`src/rtl/div_result_display_pkg.sv`:
```
// -----------------------------------------------------------------------------
// div_result_display_pkg
// Shared constants for the quotient/remainder display stage:
//   - FSM state encoding (IDLE, CONV, COMMIT, SHOW)
//   - 7-segment codes (gfedcba, active-low) plus the blank code
//   - digit-position bases for the remainder and quotient fields
//   - number of shift-add-3 iterations for a 7-bit operand
//   - helper functions for segment encoding and BCD nibble adjustment
// -----------------------------------------------------------------------------
package div_result_display_pkg;

    typedef logic [1:0] state_t;

    localparam state_t ST_IDLE   = 2'd0;
    localparam state_t ST_CONV   = 2'd1;
    localparam state_t ST_COMMIT = 2'd2;
    localparam state_t ST_SHOW   = 2'd3;

    localparam int NUM_ITER = 7;

    localparam logic [2:0] REM_BASE = 3'd0;
    localparam logic [2:0] QUO_BASE = 3'd4;

    localparam logic [6:0] SEG_0     = 7'b1000000;
    localparam logic [6:0] SEG_1     = 7'b1111001;
    localparam logic [6:0] SEG_2     = 7'b0100100;
    localparam logic [6:0] SEG_3     = 7'b0110000;
    localparam logic [6:0] SEG_4     = 7'b0011001;
    localparam logic [6:0] SEG_5     = 7'b0010010;
    localparam logic [6:0] SEG_6     = 7'b0000010;
    localparam logic [6:0] SEG_7     = 7'b1111000;
    localparam logic [6:0] SEG_8     = 7'b0000000;
    localparam logic [6:0] SEG_9     = 7'b0010000;
    localparam logic [6:0] SEG_BLANK = 7'h7F;

    // Map one BCD digit to its active-low segment pattern; non-decimal
    // nibbles never occur in a valid conversion and map to blank.
    function automatic logic [6:0] seg_encode(input logic [3:0] digit);
        logic [6:0] code;
        case (digit)
            4'd0:    code = SEG_0;
            4'd1:    code = SEG_1;
            4'd2:    code = SEG_2;
            4'd3:    code = SEG_3;
            4'd4:    code = SEG_4;
            4'd5:    code = SEG_5;
            4'd6:    code = SEG_6;
            4'd7:    code = SEG_7;
            4'd8:    code = SEG_8;
            4'd9:    code = SEG_9;
            default: code = SEG_BLANK;
        endcase
        return code;
    endfunction

    // Double-dabble correction: a nibble of 5 or more would exceed 9 after
    // the following shift, so add 3 to force the carry into the next digit.
    function automatic logic [3:0] bcd_adjust(input logic [3:0] nib);
        logic [3:0] res;
        if (nib >= 4'd5) begin
            res = nib + 4'd3;
        end else begin
            res = nib;
        end
        return res;
    endfunction

endpackage

```
`src/rtl/div_result_display_bin7_to_bcd3.sv`:
```
// -----------------------------------------------------------------------------
// bin7_to_bcd3
// Sequential shift-add-3 (double-dabble) converter, 7-bit binary to three
// BCD digits. One iteration per cycle while 'step' is high; seven steps after
// 'load' give the final result on 'bcd'.
//   CLK   in   clock
//   RSTN  in   synchronous active-low reset
//   load  in   capture 'bin' and clear the BCD accumulator
//   step  in   perform one adjust-and-shift iteration
//   bin   in   [6:0] binary operand
//   bcd   out  [11:0] {hundreds, tens, units}
// -----------------------------------------------------------------------------
module bin7_to_bcd3
    import div_result_display_pkg::*;
(
    input  logic        CLK,
    input  logic        RSTN,
    input  logic        load,
    input  logic        step,
    input  logic [6:0]  bin,
    output logic [11:0] bcd
);

    logic [6:0]  bin_r;
    logic [11:0] bcd_r;
    logic [11:0] adj_s;

    // Per-nibble add-3 correction applied before each shift.
    always_comb begin
        adj_s = {bcd_adjust(bcd_r[11:8]), bcd_adjust(bcd_r[7:4]), bcd_adjust(bcd_r[3:0])};
    end

    // Operand shift register and BCD accumulator.
    always_ff @(posedge CLK) begin
        if (!RSTN) begin
            bin_r <= 7'd0;
            bcd_r <= 12'd0;
        end else if (load) begin
            bin_r <= bin;
            bcd_r <= 12'd0;
        end else if (step) begin
            {bcd_r, bin_r} <= {adj_s, bin_r} << 1;
        end else begin
            bin_r <= bin_r;
            bcd_r <= bcd_r;
        end
    end

    assign bcd = bcd_r;

endmodule

```
`src/rtl/div_result_display.sv`:
```
// -----------------------------------------------------------------------------
// div_result_display
// Captures a quotient/remainder pair through a valid/ready handshake, converts
// both to BCD with two shift-add-3 engines, and drives an 8-digit active-low
// multiplexed 7-segment display: quotient on idx 6..4, remainder on idx 2..0,
// idx 7 and idx 3 always blank, leading zeros blanked.
//   REFRESH_DIV  CLK cycles per lit digit (>= 2)
//   CLK          in   system clock
//   RSTN         in   synchronous active-low reset
//   res_valid    in   result presented
//   res_ready    out  result can be accepted (IDLE or SHOW)
//   quotient     in   [6:0]
//   remainder    in   [6:0]
//   busy         out  conversion in progress (CONV or COMMIT)
//   seg          out  [6:0] segments, active-low, seg[0]=a .. seg[6]=g
//   an           out  [7:0] anodes, active-low, an[7] leftmost
// -----------------------------------------------------------------------------
module div_result_display
    import div_result_display_pkg::*;
#(
    parameter int REFRESH_DIV = 100000
) (
    input  logic       CLK,
    input  logic       RSTN,
    input  logic       res_valid,
    output logic       res_ready,
    input  logic [6:0] quotient,
    input  logic [6:0] remainder,
    output logic       busy,
    output logic [6:0] seg,
    output logic [7:0] an
);

    localparam int CNT_W = ($clog2(REFRESH_DIV) < 1) ? 1 : $clog2(REFRESH_DIV);
    localparam logic [CNT_W-1:0] CNT_LAST  = CNT_W'(REFRESH_DIV - 1);
    localparam logic [2:0]       LAST_ITER = 3'(NUM_ITER - 1);

    state_t           state_r;
    state_t           state_nxt_s;
    logic [2:0]       iter_r;
    logic             res_ready_r;
    logic             busy_r;
    logic             transfer_s;
    logic             step_s;

    logic [11:0]      quo_bcd_s;
    logic [11:0]      rem_bcd_s;
    logic [11:0]      quo_disp_r;
    logic [11:0]      rem_disp_r;
    logic             disp_valid_r;

    logic [CNT_W-1:0] refresh_cnt_r;
    logic [2:0]       idx_r;
    logic [2:0]       idx_nxt_s;
    logic             wrap_s;
    logic [2:0]       base_s;
    logic [2:0]       pos_s;
    logic [11:0]      opnd_s;
    logic [3:0]       digit_s;
    logic             lit_s;
    logic [7:0]       an_nxt_s;
    logic [6:0]       seg_nxt_s;
    logic [7:0]       an_r;
    logic [6:0]       seg_r;

    assign transfer_s = res_valid && res_ready_r;
    assign step_s     = (state_r == ST_CONV);

    bin7_to_bcd3 u_quo_bcd (
        .CLK  (CLK),
        .RSTN (RSTN),
        .load (transfer_s),
        .step (step_s),
        .bin  (quotient),
        .bcd  (quo_bcd_s)
    );

    bin7_to_bcd3 u_rem_bcd (
        .CLK  (CLK),
        .RSTN (RSTN),
        .load (transfer_s),
        .step (step_s),
        .bin  (remainder),
        .bcd  (rem_bcd_s)
    );

    // Next-state logic of the capture/convert FSM.
    always_comb begin
        state_nxt_s = state_r;
        case (state_r)
            ST_IDLE, ST_SHOW: begin
                if (transfer_s) begin
                    state_nxt_s = ST_CONV;
                end else begin
                    state_nxt_s = state_r;
                end
            end
            ST_CONV: begin
                if (iter_r == LAST_ITER) begin
                    state_nxt_s = ST_COMMIT;
                end else begin
                    state_nxt_s = ST_CONV;
                end
            end
            ST_COMMIT: state_nxt_s = ST_SHOW;
            default:   state_nxt_s = ST_IDLE;
        endcase
    end

    // State, iteration counter and registered handshake/status outputs.
    // ready/busy are decoded from the next state so they track state_r exactly.
    always_ff @(posedge CLK) begin
        if (!RSTN) begin
            state_r     <= ST_IDLE;
            iter_r      <= 3'd0;
            res_ready_r <= 1'b1;
            busy_r      <= 1'b0;
        end else begin
            state_r     <= state_nxt_s;
            res_ready_r <= (state_nxt_s == ST_IDLE) || (state_nxt_s == ST_SHOW);
            busy_r      <= (state_nxt_s == ST_CONV) || (state_nxt_s == ST_COMMIT);
            if (transfer_s) begin
                iter_r <= 3'd0;
            end else if (state_r == ST_CONV) begin
                iter_r <= iter_r + 3'd1;
            end else begin
                iter_r <= iter_r;
            end
        end
    end

    // Display registers: the old result stays visible until COMMIT.
    always_ff @(posedge CLK) begin
        if (!RSTN) begin
            quo_disp_r   <= 12'd0;
            rem_disp_r   <= 12'd0;
            disp_valid_r <= 1'b0;
        end else if (state_r == ST_COMMIT) begin
            quo_disp_r   <= quo_bcd_s;
            rem_disp_r   <= rem_bcd_s;
            disp_valid_r <= 1'b1;
        end else begin
            quo_disp_r   <= quo_disp_r;
            rem_disp_r   <= rem_disp_r;
            disp_valid_r <= disp_valid_r;
        end
    end

    assign wrap_s    = (refresh_cnt_r == CNT_LAST);
    assign idx_nxt_s = idx_r + 3'd1;

    // Decode the digit that becomes lit at the next index step, including
    // leading-zero blanking of the hundreds and tens positions.
    always_comb begin
        if (idx_nxt_s >= QUO_BASE) begin
            base_s = QUO_BASE;
            opnd_s = quo_disp_r;
        end else begin
            base_s = REM_BASE;
            opnd_s = rem_disp_r;
        end
        pos_s = idx_nxt_s - base_s;
        case (pos_s)
            3'd0: begin
                digit_s = opnd_s[3:0];
                lit_s   = 1'b1;
            end
            3'd1: begin
                digit_s = opnd_s[7:4];
                lit_s   = (opnd_s[11:8] != 4'd0) || (opnd_s[7:4] != 4'd0);
            end
            3'd2: begin
                digit_s = opnd_s[11:8];
                lit_s   = (opnd_s[11:8] != 4'd0);
            end
            default: begin
                digit_s = 4'd0;
                lit_s   = 1'b0;
            end
        endcase
        if (lit_s && disp_valid_r) begin
            an_nxt_s  = ~(8'd1 << idx_nxt_s);
            seg_nxt_s = seg_encode(digit_s);
        end else begin
            an_nxt_s  = 8'hFF;
            seg_nxt_s = SEG_BLANK;
        end
    end

    // Refresh counter, digit index and registered anode/segment drive.
    always_ff @(posedge CLK) begin
        if (!RSTN) begin
            refresh_cnt_r <= '0;
            idx_r         <= 3'd0;
            an_r          <= 8'hFF;
            seg_r         <= SEG_BLANK;
        end else if (wrap_s) begin
            refresh_cnt_r <= '0;
            idx_r         <= idx_nxt_s;
            an_r          <= an_nxt_s;
            seg_r         <= seg_nxt_s;
        end else begin
            refresh_cnt_r <= refresh_cnt_r + CNT_W'(1);
            idx_r         <= idx_r;
            an_r          <= an_r;
            seg_r         <= seg_r;
        end
    end

    assign res_ready = res_ready_r;
    assign busy      = busy_r;
    assign an        = an_r;
    assign seg       = seg_r;

endmodule

```
`config.mk`:
```
export PLATFORM = sky130hd
export DESIGN_NAME = div_result_display
export DESIGN_NICKNAME = d
export VERILOG_FILES = /design/src/rtl/div_result_display_pkg.sv /design/src/rtl/div_result_display_bin7_to_bcd3.sv /design/src/rtl/div_result_display.sv
export SDC_FILE = /design/constraint.sdc
export NUM_CORES = 1
export LEC_CHECK = 0
export CORE_MARGIN = 10
export CORE_UTILIZATION = 50
export CTS_CLUSTER_DIAMETER = 200
export DETAILED_ROUTE_END_ITERATION = 8
export DONT_BUFFER_PORTS = 1
export GPL_TIMING_DRIVEN = 0
export HOLD_SLACK_MARGIN = 0.02
export PLACE_DENSITY = 0.66
export SYNTH_ARGS = -nofsm -noshare
export SYNTH_HDL_FRONTEND = slang
export SYNTH_HIERARCHICAL = 1
export SYNTH_SLANG_ARGS = --single-unit
```
`constraint.sdc`:
```
create_clock -name CLK -period 3.4 [get_ports CLK]
set_clock_uncertainty 0.2 [all_clocks]
set_input_delay 0.51 -clock CLK [delete_from_list [all_inputs] [get_ports CLK]]
set_output_delay 0.51 -clock CLK [all_outputs]
set_load 0.1 [all_outputs]
```
# Yosys cells after proc, flatten, opt, wreduce, memory -nomap -nowiden

Memories as Yosys holds them, arrays and structs flattened.
Cells that the tools add are included.

Add/subtract/negate cells: 10
Order comparisons: 7
Equal/unequal tests: 10
Shifts and indexed selects: 1
Mux-type cells: 19
Bitwise operators: 2
Reductions and logical operators: 14

Operator list:

| kind                                                                  | number |
|---|---|
| 7-bit two-way mux                                                     | 5 |
| 4-bit by 3-bit >= comparator with 1-bit output, second input constant | 6 |
| 17-bit by 1-bit adder with 17-bit output, second input constant       | 1 |
| 17-bit equality test, second input constant                           | 1 |
| 4-bit by 2-bit adder with 4-bit output, second input constant         | 4 |
| 4-bit two-way mux                                                     | 4 |
| 12-bit two-way mux                                                    | 1 |
| 4-bit case mux with 3 select lines                                    | 1 |
| 3-bit two-way mux                                                     | 3 |
| 2-bit equality test, second input constant                            | 4 |
| 8-bit two-way mux                                                     | 1 |
| 8-bit NOT                                                             | 1 |
| 4-bit nonzero test                                                    | 2 |
| 1-bit by 3-bit << shifter with 8-bit output, first input constant     | 1 |
| 3-bit by 1-bit adder with 3-bit output, second input constant         | 2 |
| 3-bit by 2-bit adder with 3-bit output, second input constant         | 2 |
| 2-bit case mux with 3 select lines                                    | 1 |
| 2-bit OR reduction                                                    | 3 |
| 2-bit by 1-bit equality test with 1-bit output, second input constant | 2 |
| 2-bit logical NOT                                                     | 2 |
| 2-bit two-way mux                                                     | 2 |
| 3-bit by 1-bit equality test with 1-bit output, second input constant | 1 |
| 3-bit by 2-bit equality test with 1-bit output, second input constant | 1 |
| 3-bit equality test, second input constant                            | 1 |
| 8 further kinds                                                       | 11 |

Register bits after elaboration: 105
ROM bits: 112
Logic and storage cells: 79
Memories kept: 1

Memories:

| name            | depth | width | rd ports | clocked after Yosys merged registers in | write ports | RTL line                     | source |
|---|---|---|---|---|---|---|---|
| (no name shown) | 16    | 7     | 1        | 0                                       | 0           | div_result_display_pkg.sv:40 | `case (digit)` |

# Logic depth before layout (Yosys ltp)

Gate-level depths: netlist of run 1.

Word-level depth: 8
Depth in mapped cells: 12
Depth with buffers taken out: 10

# Hierarchy

Netlist of run 1, hierarchy kept.

Modules (own cells, without submodules):

| module             | instances | cells an instance | area each (um^2) | seq. area each (um^2) |
|---|---|---|---|---|
| div_result_display | 1         | 334               | 3110.5           | 1341.3 |
| bin7_to_bcd3       | 2         | 134               | 1138.6           | 380.4 |

# Least setup slack after synthesis of run 1

Ideal clock, no wire load.

Path kind: register -> register
From: register idx_r[1]
To: register seg_r[1], in the netlist seg[1]
Data arrival time: 2882 ps
Required time: 3130 ps
Setup slack: 248 ps
Stages on the path, launching flop included: 10
Path buffers: 1
Cells stage by stage: dfxtp_1 > ha_1 > ha_1 > buf_2 > mux2_1 > a222oi_1 > nor2_1 > ha_1 > or3_1 > a21oi_1

Longest elaborated chain between the ends: 8
Elaborated cells between the ends (all ways): 16
Those cells by class: 2 x add/sub; 1 x order compare; 2 x eq/ne; 5 x mux; 5 x reduce/logical; 1 x memory

RTL lines:

| what                                                                                            | RTL line                  | source |
|---|---|---|
| start: declaration                                                                              | div_result_display.sv:53  | `logic [2:0] idx_r;` |
| start signal: assignment                                                                        | div_result_display.sv:199 | `idx_r <= idx_nxt_s;` |
| start signal: assignment                                                                        | div_result_display.sv:204 | `idx_r <= idx_r;` |
| 3-bit by 1-bit adder with 3-bit output (*)                                                      | div_result_display.sv:150 | `assign idx_nxt_s = idx_r + 3'd1;` |
| 3-bit >= comparator                                                                             | div_result_display.sv:155 | `if (idx_nxt_s >= QUO_BASE) begin` |
| 3-bit two-way mux / 12-bit two-way mux (equally long branches)                                  | div_result_display.sv:155 |  |
| 3-bit subtractor, or another cell as far along                                                  | div_result_display.sv:162 | `pos_s = idx_nxt_s - base_s;` |
| 3-bit by 2-bit equality test with 1-bit output, or another cell as far along                    | div_result_display.sv:163 | `case (pos_s)` |
| 4-bit case mux with 3 select lines / 1-bit case mux with 3 select lines (equally long branches) | div_result_display.sv:163 |  |
| memory 16 x 7 bit / 1-bit logical AND (equally long branches)                                   | -                         |  |
| 7-bit two-way mux (*)                                                                           | div_result_display.sv:181 | `if (lit_s && disp_valid_r) begin` |
| end signal: assignment                                                                          | div_result_display.sv:201 | `seg_r <= seg_nxt_s;` |
| end signal: assignment                                                                          | div_result_display.sv:206 | `seg_r <= seg_r;` |
| end: declaration                                                                                | div_result_display.sv:64  | `logic [6:0] seg_r;` |

Mark *: on every way between the ends. The rest lies on a longest branch, timed or not.
A chain may end at the register's enable or synchronous reset.

# Worst setup path after layout of run 1

Ends and elaborated chain as after synthesis.

==> impl_metrics.csv, run 1 <==
group,metric,value,unit
global_route,grtUsageMet2,24.60,%
global_route,grt_start_max_net_pins,26,
final_layout,finish.cell_count_without_fillers,758,
worst_setup_path,setup.worst_path.class,"flip-flop to flip-flop",
logic_synthesis,synth_area,5388,um2
sta,worst_slack_on_hold_paths,0.05472,ns
final_layout,area.growth.synth_to_final,8.221,%
worst_setup_path,worstSetupStartpoint,"idx_r[1]",
worst_setup_path,rr_endpoint,"seg[1]",
sta,achievable_freq,0.3176,GHz
power,vdd_drop_max,0.3527,mV
floorplanning,initial_utilization,51.72,%
route,via_count,4199,
worst_setup_path,crit_fanout,10,
final_layout,layout.core_utilization,55.98,%
sta,final-setup-viol-count,0,
logic_synthesis,synthTopCellsByArea,"sky130_fd_sc_hd__dfxtp_1 (39%), sky130_fd_sc_hd__mux2i_1 (8.5%), sky130_fd_sc_hd__ha_1 (6.7%)",
global_route,grt-busiest-layer,"met2",
logic_synthesis,ys_async_sr_fraction,0,%
floorplanning,die_height,123.8,um
global_route,grt_pass1_vias,4084,
logic_synthesis,post-synth-top-count-cell,"sky130_fd_sc_hd__dfxtp_1",
worst_hold_path,timing.hold.worst.class,"primary input to flip-flop",
placed_design,place.detailed.hpwl,8272,um
sta,maxSlewHeadroom,32.57,%
clock_network,clkLatencyLatePin,0.37,ns
final_layout,diode_insertion_count_for_antenna_repair,0,
logic_synthesis,synth_common_cells,"sky130_fd_sc_hd__dfxtp_1 (105), sky130_fd_sc_hd__nor2_1 (79), sky130_fd_sc_hd__mux2i_1 (46)",
final_layout,finalInstanceArea,5831,um2
sta,final_max_slew_violation_count,0,
logic_synthesis,cell_type_with_the_highest_aggregate_area_in_the_netlist,"sky130_fd_sc_hd__dfxtp_1",
global_route,all_layer_gr_usage,15.52,%
route,drtAntennaViolNets,0,
clock_network,clock-sinks,105,
worst_setup_path,ff2ff_path_depth,10,
worst_hold_path,min-delay-start,"RSTN",
route,drt_wl_total,11190,um
global_route,globalRouteMet1Util,20.05,%
sta,rsz0062_at_grt,"no",
logic_synthesis,synth_enable_flop_cells,0,
sta,final_hold_viol_count,0,
logic_synthesis,synth_flop_cell,"sky130_fd_sc_hd__dfxtp_1",
floorplanning,total_die_area,15330,um2
power,leakagePower,2.081,nW
global_route,grt_antenna_before_repair,0,
worst_setup_path,timing.critical_path.slowest_stage_cell,"sky130_fd_sc_hd__dfxtp_1",
final_layout,fin_nets,663,
clock_network,cts.reportedPaths.clkPinSlew,0.10,ns
clock_network,max-clock-path-buffers,2,
global_route,total_overflow_reported_by_the_global_router,0,
clock_network,htree_num_levels,3,
placed_design,detailed_place.area,5558,um2
logic_synthesis,portion_of_the_post_synthesis_area_used_by_sequential_elements,39.02,%
route,drtPass1Iterations,5,
logic_synthesis,synthesis.instances,602,
logic_synthesis,synth.top_cell.area_share,39.02,%
sta,min_tclk_post_route,3.148,ns
worst_setup_path,critical_path.most_common_cell,"sky130_fd_sc_hd__ha_1",
logic_synthesis,synth_nets,648,
sta,setup-tns-final,0,ns
final_layout,drive_gt1_share,8.682,%
logic_synthesis,yosys_warnings,6,
worst_setup_path,reg2reg_setup_slack,0.25,ns
route,avgRoutedWirePerCell,14.76,um
clock_network,cts_tree,"built",
worst_setup_path,crit_end,"seg[1]",
logic_synthesis,synthDistinctLibCells,54,
placed_design,number_of_port_buffers,0,
floorplanning,die_width,123.8,um
route,via_count_normalized_by_instance_count,5.540,
placed_design,gp_congestion,0.8791,
route,detail_route.iter0.violations,263,
run_status,outcome,"complete, no violations",
floorplanning,top_level_ports,34,
global_route,global_route_wire_length_before_repair,19440,um
floorplanning,core,10420,um2
worst_setup_path,required,3.51,ns
clock_network,clockRootBuffer,"sky130_fd_sc_hd__clkbuf_8",
worst_setup_path,worst-endpoint-arrival,3.26,ns
clock_network,tritoncts.num_buffers,9,
placed_design,placedCellCount,738,
floorplanning,placement_rows,37,
logic_synthesis,count_of_state_elements_after_synthesis,105,
worst_setup_path,worstPathCellList,"ha_2 > ha_1 > clkbuf_4 > mux2_1 > a222oi_1 > buf_4 > nor2_1 > ha_1 > or3_1 > a21oi_1",
power,power.density,437.1,nW/um2
sta,final_min_period_over_clock_period,92.60,%
worst_setup_path,worst_reg2reg_path_startpoint,"idx_r[1]",
worst_setup_path,critPathMaxStageDelay,0.42,ns
final_layout,nFillCells,955,
job,max_cap_viol_count,0,
sta,least_margin_pin_slew,1.010,ns
worst_setup_path,crit_path_end_kind,"flip-flop",
global_route,met3_usage,3.484,%
worst_setup_path,worstSetupStartpointType,"flip-flop",
logic_synthesis,syn_avg_cell_area,8.950,um2
route,route.detailed.drc,0,
registers in the layout, summed over array words and instances (netlist names), 2 cells and up:
signal           count
seg                  7
state_r              2
iter_r               3
u_quo_bcd/bcd       12
an                   8
rem_disp_r          12
quo_disp_r          12
idx_r                3
u_quo_bcd/bin_r      7
u_rem_bcd/bin_r      7
refresh_cnt_r       17
u_rem_bcd/bcd       12
kinds of logic after synthesis:
logic type	count (synthesis)	synth area share, %
compound gates	107	13.31
xor+xnor	18	2.926
fa+ha+maj	29	6.735
buf+inv	55	5.504
flops	105	39.02
mux	52	9.800
simple gates	236	22.71
cell usage in the layout, fill, tap and decap left out, drive strengths merged, types with 5 or more instances in the layout:
master and n:
a2111o 8, or3 8, ha 29, o211ai 9, buf 18, a21oi 23, dfxtp 105, nor2 79
inv 27, nand2 45, o21ai 31, xor2 9, mux2 6, nand3 20, nor3 5, nand3b 9
a31o 5, nand2b 17, xnor2 9, or4 6, and2 13, a31oi 16, nor3b 5, mux2i 46
clkbuf 25
layer usage:
layer / routed length (um) / vias to the layer above / part of all wire [%]
met4: 199 / 0 / 1.8
met1: 5238 / 1953 / 47
met5: 0 / - / 0
li1: - / 2149 / -
met2: 5132 / 80 / 46
met3: 617 / 17 / 5.5
per-stage QoR:
| step | power, W | setup WS [ns] |
|---|---|---|
| floorplan | 0.001642 | 0.2480 |
| global placement | 0.001709 | -0.08357 |
| detailed placement | 0.001717 | -0.1265 |
| CTS | 0.002576 | 0.05216 |
| global route | 0.002677 | 0.04927 |
| finish | 0.002549 | 0.2515 |
worst max-delay path: cells and delay by family (launching register included):
kind	cells	cell delay (ns)
adder cells (fa/ha/maj)	3	0.88
AO/OA/AOI/OAI	2	0.44
flip-flops	1	0.42
buffers and inverters	2	0.39
multiplexers	1	0.34
AND/OR/NAND/NOR	2	0.42
final cells by class:
cell class / count / area (um2) / area share, %
clock inverter: 6 / 90.09 / 1.545
inverter: 25 / 93.84 / 1.609
tap: 136 / 170.2 / 2.918
clock buffer: 10 / 127.6 / 2.189
multi-input combinational: 442 / 3005 / 51.55
buffer: 30 / 209.0 / 3.584
timing repair buffer: 4 / 32.53 / 0.5579
sequential: 105 / 2102 / 36.05
timing repair:
item | in CTS | in global routing
resized for setup | 1 | 8
setup endpoints to repair | 5 | 7
hold endpoints to repair | 1 | 0
hold buffers | 1 | 0
buffers inserted | 2 | 1
cloned | 0 | 0
pin swaps | 1 | 1
how the worst min path moves through the flow:
stage / end / slack (ns) / cells after the start
floorplan: refresh_cnt_r[0] / 0.23 / 1
global placement: refresh_cnt_r[0] / 0.25 / 1
detailed placement: disp_valid_r / 0.26 / 2
CTS: u_rem_bcd/bin_r[1] / 0.04 / 1
global route: u_rem_bcd/bin_r[4] / 0.03 / 1
finish: u_rem_bcd/bin_r[4] / 0.05 / 1
power by group:
part	switching (W)	leakage [nW]	internal, W
Combinational	0.000198	1.12	0.000149
Clock	0.000439	0.107	0.000419
Sequential	0.0000705	0.851	0.00127
Total	0.000708	2.08	0.00184
No activity file was read; power rests on OpenSTA's default activity.
==> inputs of run 2 (changes only) <==
--- a/config.mk
+++ b/config.mk
@@ -5,7 +5,6 @@
 export SDC_FILE = /design/constraint.sdc
 export NUM_CORES = 1
 export LEC_CHECK = 0
-export CORE_MARGIN = 10
 export CORE_UTILIZATION = 50
 export CTS_CLUSTER_DIAMETER = 200
 export DETAILED_ROUTE_END_ITERATION = 8
@@ -13,6 +12,7 @@
 export GPL_TIMING_DRIVEN = 0
 export HOLD_SLACK_MARGIN = 0.02
 export PLACE_DENSITY = 0.66
+export SLEW_MARGIN = 20
 export SYNTH_ARGS = -nofsm -noshare
 export SYNTH_HDL_FRONTEND = slang
 export SYNTH_HIERARCHICAL = 1
==> impl_metrics.csv, run 2 (synthesized netlist as in run 1, its figures left out) <==
group,metric,value,unit
worst_setup_path,critPathMaxStageDelay,0.39,ns
sta,final_max_slew_violation_count,0,
final_layout,layout.core_utilization,55.86,%
route,drt_wl_total,11240,um
sta,setup-tns-final,0,ns
worst_setup_path,required,3.50,ns
route,route.detailed.drc,0,
sta,min_tclk_post_route,3.240,ns
global_route,grt_antenna_before_repair,0,
floorplanning,die_width,105.8,um
global_route,all_layer_gr_usage,21.07,%
clock_network,clock-sinks,105,
clock_network,clkLatencyLatePin,0.37,ns
global_route,grt_pass1_vias,4068,
final_layout,fin_nets,662,
route,drtAntennaViolNets,0,
global_route,total_overflow_reported_by_the_global_router,0,
run_status,outcome,"complete, no violations",
floorplanning,die_height,105.8,um
placed_design,number_of_port_buffers,0,
sta,final-setup-viol-count,0,
worst_setup_path,worstSetupStartpoint,"idx_r[1]",
clock_network,cts_tree,"built",
worst_setup_path,worst-endpoint-arrival,3.34,ns
worst_hold_path,min-delay-start,"RSTN",
worst_setup_path,critical_path.most_common_cell,"sky130_fd_sc_hd__ha_1",
floorplanning,placement_rows,37,
final_layout,area.growth.synth_to_final,7.524,%
job,max_cap_viol_count,0,
power,share_of_total_power_in_sequential_cells,54.6,%
power,leakagePower,2.056,nW
power,p_switching,0.0006961,W
power,power.switching_fraction,28.28,%
worst_hold_path,timing.hold.worst.class,"primary input to flip-flop",
final_layout,final_cell_mix,"sky130_fd_sc_hd__dfxtp_1 (105), sky130_fd_sc_hd__nor2_1 (79), sky130_fd_sc_hd__mux2i_1 (46)",
final_layout,largest_reg_flops,17,
worst_setup_path,timing.critical_path.slowest_stage_cell,"sky130_fd_sc_hd__dfxtp_1",
final_layout,drive_gt1_share,7.890,%
final_layout,largest_register,"refresh_cnt_r",
power,p_int,0.001765,W
route,avgRoutedWirePerCell,14.85,um
sta,rsz0062_at_grt,"no",
placed_design,gp_congestion,0.8400,
power,power.density,424.9,nW/um2
route,drtPass1Iterations,4,
route,via_count,4205,
sta,least_margin_pin_slew,0.9896,ns
route,detail_route.iter0.violations,164,
clock_network,tritoncts.num_buffers,9,
global_route,global_route_wire_length_before_repair,19090,um
power,power.combinational.fraction,14.3,%
power,clockPowerShare,31.1,%
sta,final_hold_viol_count,0,
sta,maxSlewHeadroom,33.94,%
worst_setup_path,worstSetupStartpointType,"flip-flop",
floorplanning,core,10370,um2
floorplanning,total_die_area,11190,um2
clock_network,htree_num_levels,3,
clock_network,max-clock-path-buffers,2,
worst_setup_path,worstPathCellList,"ha_4 > ha_1 > clkbuf_4 > mux2_1 > a222oi_1 > buf_4 > nor2_1 > ha_1 > or3_1 > a21oi_1",
power,vdd_drop_max,0.2180,mV
floorplanning,top_level_ports,34,
sta,achievable_freq,0.3086,GHz
final_layout,most_common_cell_after_layout_fill_and_taps_aside,"sky130_fd_sc_hd__dfxtp_1",
clock_network,cts.reportedPaths.clkPinSlew,0.10,ns
worst_setup_path,crit_path_end_kind,"flip-flop",
worst_setup_path,worst_reg2reg_path_startpoint,"idx_r[1]",
final_layout,diode_insertion_count_for_antenna_repair,0,
route,via_count_normalized_by_instance_count,5.555,
global_route,grt_start_max_net_pins,26,
sta,final_min_period_over_clock_period,95.31,%
worst_setup_path,ff2ff_path_depth,10,
floorplanning,initial_utilization,51.95,%
worst_setup_path,setup.worst_path.class,"flip-flop to flip-flop",
placed_design,place.detailed.hpwl,8078,um
power,overall_power_of_the_completed_layout,0.002461,W
worst_setup_path,crit_fanout,10,
clock_network,clockRootBuffer,"sky130_fd_sc_hd__clkbuf_8",
worst_hold_path,hold_depth,1,
-- run 2: metrics by stage --
stage / area, um2 / setup WS [ns] / hold WS, ns / cells
floorplan: 5388 / 0.2480 / 0.2303 / 602
global placement: 5558 / -0.1128 / 0.2445 / 738
detailed placement: 5558 / -0.1835 / 0.2569 / 738
CTS: 5772 / 0.0002247 / 0.04327 / 757
global route: 5793 / 0.007901 / 0.04582 / 757
finish: 5793 / 0.1596 / 0.06167 / 757
-- run 2: per-layer routing --
metal	up-vias	track usage (%)	wire length [um]
met4	0	7.738	153
met1	1993	28.55	5597
met3	11	2.968	384
met5	-	0	0
met2	63	34.03	5104
li1	2138	-	-
-- run 2: final cells by class --
class | instances | area (um2)
clock buffers | 12 | 135.1
inverters | 25 | 93.84
fillers | 961 | 4577
well taps | 136 | 170.2
multi-input cells | 442 | 3007
clock inverters | 4 | 53.80
repair buffers | 3 | 25.02
flip-flops and latches | 105 | 2102
plain buffers | 30 | 206.4
-- run 2: path summary, 6_finish.rpt --
kind	end	slack, ns
worst min-delay path	u_quo_bcd/bin_r[4]	0.06
worst max register to register	seg[1]	0.16
worst max-delay path	seg[1]	0.16
worst min register to register	refresh_cnt_r[0]	0.28
-- run 2: timing repair --
item | in CTS | in global routing
setup buffers | 2 | 0
hold buffers | 1 | 0
pin swaps | 1 | 0
hold endpoints to repair | 1 | 0
gates resized for setup | 0 | 6
setup endpoints to repair | 5 | 7
cloned | 0 | 0
-- run 2: worst max-delay path: cells and delay by family (launching register included) --
kind	cells	cell delay [ns]
AO/OA/AOI/OAI	2	0.53
multiplexers	1	0.35
AND/OR/NAND/NOR	2	0.42
buffers and inverters	2	0.41
adder cells (fa/ha/maj)	3	0.87
flip-flops	1	0.39
-- run 2: power by group through the flow --
stage	clock (W)	sequential (W)	combinational, W
6_report	0.000766	0.00134	0.000351
5_1_grt	0.000832	0.00135	0.000395
4_1_cts	0.000788	0.00134	0.000351
3_5_place_dp	0	0.00137	0.000347
3_3_place_gp	0	0.00137	0.000335
2_1_floorplan	0	0.00136	0.000281
==> inputs of run 3 (changes only) <==
--- a/config.mk
+++ b/config.mk
@@ -15,5 +15,4 @@
 export SLEW_MARGIN = 20
 export SYNTH_ARGS = -nofsm -noshare
 export SYNTH_HDL_FRONTEND = slang
-export SYNTH_HIERARCHICAL = 1
 export SYNTH_SLANG_ARGS = --single-unit
==> impl_metrics.csv, run 3 <==
group,metric,value,unit
route,drt_wl_total,10280,um
sta,final_min_period_over_clock_period,94.28,%
route,avgRoutedWirePerCell,14.67,um
worst_setup_path,worstSetupStartpoint,"idx_r[0]",
sta,least_margin_pin_slew,1.026,ns
sta,maxSlewHeadroom,31.53,%
job,max_cap_viol_count,0,
final_layout,finalInstanceArea,5479,um2
logic_synthesis,synth_common_cells,"sky130_fd_sc_hd__dfxtp_1 (105), sky130_fd_sc_hd__mux2i_1 (57), sky130_fd_sc_hd__nor2_1 (50)",
global_route,total_overflow_reported_by_the_global_router,0,
final_layout,multi_input_area,2805,um2
route,drtAntennaViolNets,0,
floorplanning,initial_utilization,52.03,%
logic_synthesis,post-synth-top-count-cell,"sky130_fd_sc_hd__dfxtp_1",
final_layout,fin_nets,610,
logic_synthesis,synth-adder-area-share,7.103,%
global_route,all_layer_gr_usage,21.37,%
logic_synthesis,synth_area,5109,um2
logic_synthesis,synthDistinctLibCells,48,
worst_setup_path,worstSetupStartpointType,"flip-flop",
placed_design,place.detailed.hpwl,7525,um
logic_synthesis,post_synth_simple_gate_area,18.56,%
floorplanning,top_level_ports,34,
logic_synthesis,count_of_state_elements_after_synthesis,105,
logic_synthesis,synthesis.instances,551,
logic_synthesis,synth_flop_cell,"sky130_fd_sc_hd__dfxtp_1",
clock_network,htree_num_levels,3,
route,via_count_normalized_by_instance_count,5.445,
worst_setup_path,crit_fanout,10,
global_route,global_route_wire_length_before_repair,17350,um
final_layout,diode_insertion_count_for_antenna_repair,0,
logic_synthesis,syn_avg_cell_area,9.272,um2
power,vdd_drop_max,0.3601,mV
placed_design,number_of_port_buffers,0,
final_layout,most_common_cell_after_layout_fill_and_taps_aside,"sky130_fd_sc_hd__dfxtp_1",
sta,final_max_slew_violation_count,0,
final_layout,area.growth.synth_to_final,7.249,%
global_route,grt_pass1_vias,3609,
placed_design,gp_congestion,0.8598,
worst_setup_path,setup.worst_path.class,"flip-flop to flip-flop",
clock_network,clkLatencyLatePin,0.38,ns
floorplanning,total_die_area,10630,um2
placed_design,detailed_place.area,5275,um2
final_layout,largest_register,"refresh_cnt_r",
clock_network,hold_buffers,0,
logic_synthesis,combinational_family_with_the_most_area_after_synthesis,"simple AND/OR/NAND/NOR gates",
clock_network,tritoncts.num_buffers,9,
sta,min_tclk_post_route,3.206,ns
worst_setup_path,worst-endpoint-arrival,3.25,ns
sta,achievable_freq,0.3119,GHz
worst_setup_path,ff2ff_path_depth,9,
logic_synthesis,synth_xor_area_share,4.458,%
floorplanning,placement_rows,36,
clock_network,cts_tree,"built",
route,detail_route.iter0.violations,175,
power,leakagePower,2.109,nW
floorplanning,die_width,103.1,um
sta,final_hold_viol_count,0,
clock_network,clock-sinks,105,
power,power.density,424.0,nW/um2
clock_network,max-clock-path-buffers,2,
route,via_count,3817,
final_layout,ff_latch_area,2102,um2
worst_setup_path,reg2reg_setup_slack,0.19,ns
final_layout,final_cell_mix,"sky130_fd_sc_hd__dfxtp_1 (105), sky130_fd_sc_hd__mux2i_1 (57), sky130_fd_sc_hd__nor2_1 (50)",
logic_synthesis,portion_of_the_post_synthesis_area_used_by_sequential_elements,41.15,%
route,route.detailed.drc,0,
logic_synthesis,synthMuxAreaShare,12.56,%
logic_synthesis,cell_type_with_the_highest_aggregate_area_in_the_netlist,"sky130_fd_sc_hd__dfxtp_1",
sta,rsz0062_at_grt,"no",
logic_synthesis,compound_cell_area_share_of_the_yosys_netlist,12.12,%
worst_setup_path,crit_path_end_kind,"flip-flop",
sta,final.setup.worst_slack,0.1943,ns
clock_network,cts.reportedPaths.clkPinSlew,0.10,ns
run_status,outcome,"complete, no violations",
global_route,grt_antenna_before_repair,0,
logic_synthesis,ys_async_sr_fraction,0,%
route,drtPass1Iterations,4,
final_layout,nFillCells,946,
placed_design,placement_setup_slack,-0.003517,ns
power,overall_power_of_the_completed_layout,0.002323,W
worst_setup_path,worst_reg2reg_path_startpoint,"idx_r[0]",
floorplanning,die_height,103.1,um
worst_setup_path,required,3.45,ns
logic_synthesis,synth.top_cell.area_share,41.15,%
logic_synthesis,yosys_warnings,0,
worst_setup_path,rr_endpoint,"seg[2]",
sta,final-setup-viol-count,0,
logic_synthesis,synth_enable_flop_cells,0,
global_route,grt_start_max_net_pins,17,
clock_network,clockRootBuffer,"sky130_fd_sc_hd__clkbuf_8",
logic_synthesis,synth_nets,597,
final_layout,drive_gt1_share,5.634,%
logic_synthesis,synthTopCellsByArea,"sky130_fd_sc_hd__dfxtp_1 (41%), sky130_fd_sc_hd__mux2i_1 (11%), sky130_fd_sc_hd__ha_1 (7.1%)",
floorplanning,core,9819,um2
worst_setup_path,crit_end,"seg[2]",
final_layout,largest_reg_flops,17,
worst_hold_path,timing.hold.worst.class,"primary input to flip-flop",
final_layout,layout.core_utilization,55.80,%
## run 3: cell count changes after synthesis, moves of 7 or more
cell	delta
sky130_fd_sc_hd__nor2b_1	+21
sky130_fd_sc_hd__nor2_1	-29
sky130_fd_sc_hd__a2111o_1	-8
sky130_fd_sc_hd__o211a_1	+11
sky130_fd_sc_hd__o21ai_0	-10
sky130_fd_sc_hd__xnor2_1	+8
sky130_fd_sc_hd__a31oi_1	-7
sky130_fd_sc_hd__mux2i_1	+11
sky130_fd_sc_hd__nand2_1	-11
## run 3: cell families (layout without fill, tap and decap cells)
kind of cell,count (synthesis),in the layout
AO/OA/AOI/OAI,92,92
adder cells (fa/ha/maj),29,29
XOR/XNOR,26,26
flip-flops,105,105
multiplexers,63,63
AND/OR/NAND/NOR,185,185
buffers and inverters,51,68
## run 3: what timing repair did
item,4_1_cts,5_1_grt
pin swaps,1,0
gates resized for setup,0,1
buffers inserted,2,0
endpoints found under the setup margin,2,5
## run 3: worst min path at each step
stage                startpoint  slack [ns]  cells past startpoint            endpoint
2_1_floorplan      disp_valid_r        0.23                      1        disp_valid_r
3_3_place_gp   refresh_cnt_r[0]        0.25                      1    refresh_cnt_r[0]
3_5_place_dp       disp_valid_r        0.26                      1        disp_valid_r
4_1_cts            remainder[5]        0.06                      1  u_rem_bcd.bin_r[5]
5_1_grt            remainder[5]        0.05                      1  u_rem_bcd.bin_r[5]
6_report            quotient[4]        0.08                      1  u_quo_bcd.bin_r[4]
## run 3: power breakdown
group	leakage (nW)	switching, W	total [W]	internal [W]
Sequential	0.851	0.0000582	0.00132	0.00127
Combinational	1.16	0.000145	0.000242	0.0000977
Clock	0.0938	0.000416	0.000757	0.000340
Total	2.11	0.000619	0.00232	0.00170
## run 3: layer usage
layer	vias to the layer above	routed length (um)	global-route usage (%)
li1	1931	-	-
met3	14	460	6.712
met2	66	4809	34.92
met5	-	0	0
met1	1806	4838	26.69
met4	0	176	7.259
## run 3: per-stage QoR
| stage | instances | hold slack [ns] | setup TNS, ns |
|---|---|---|---|
| floorplan | 551 | 0.2281 | 0 |
| global placement | 684 | 0.2481 | 0 |
| detailed placement | 684 | 0.2553 | -0.003517 |
| CTS | 701 | 0.06311 | 0 |
| global route | 701 | 0.04990 | 0 |
| finish | 701 | 0.08193 | 0 |
## run 3: area by class of cell
type                       instances  area share [%]
buffer                            28           2.192
tap                              133           3.037
clock inverter                     4          0.9591
inverter                          23           1.576
sequential                       105           38.37
multi-input combinational        395           51.20
timing repair buffer               2          0.2740
clock buffer                      11           2.398
## run 3: worst max-delay path, cell delays in order (launching register included)
cell and delay (ns):
sky130_fd_sc_hd__dfxtp_1 0.43, sky130_fd_sc_hd__ha_1 0.35, sky130_fd_sc_hd__ha_1 0.32, sky130_fd_sc_hd__buf_6 0.17, sky130_fd_sc_hd__mux2_1 0.32, sky130_fd_sc_hd__a222oi_1 0.30, sky130_fd_sc_hd__buf_2 0.28, sky130_fd_sc_hd__nand2_2 0.10
sky130_fd_sc_hd__a2111oi_4 0.49, sky130_fd_sc_hd__a21oi_1 0.12
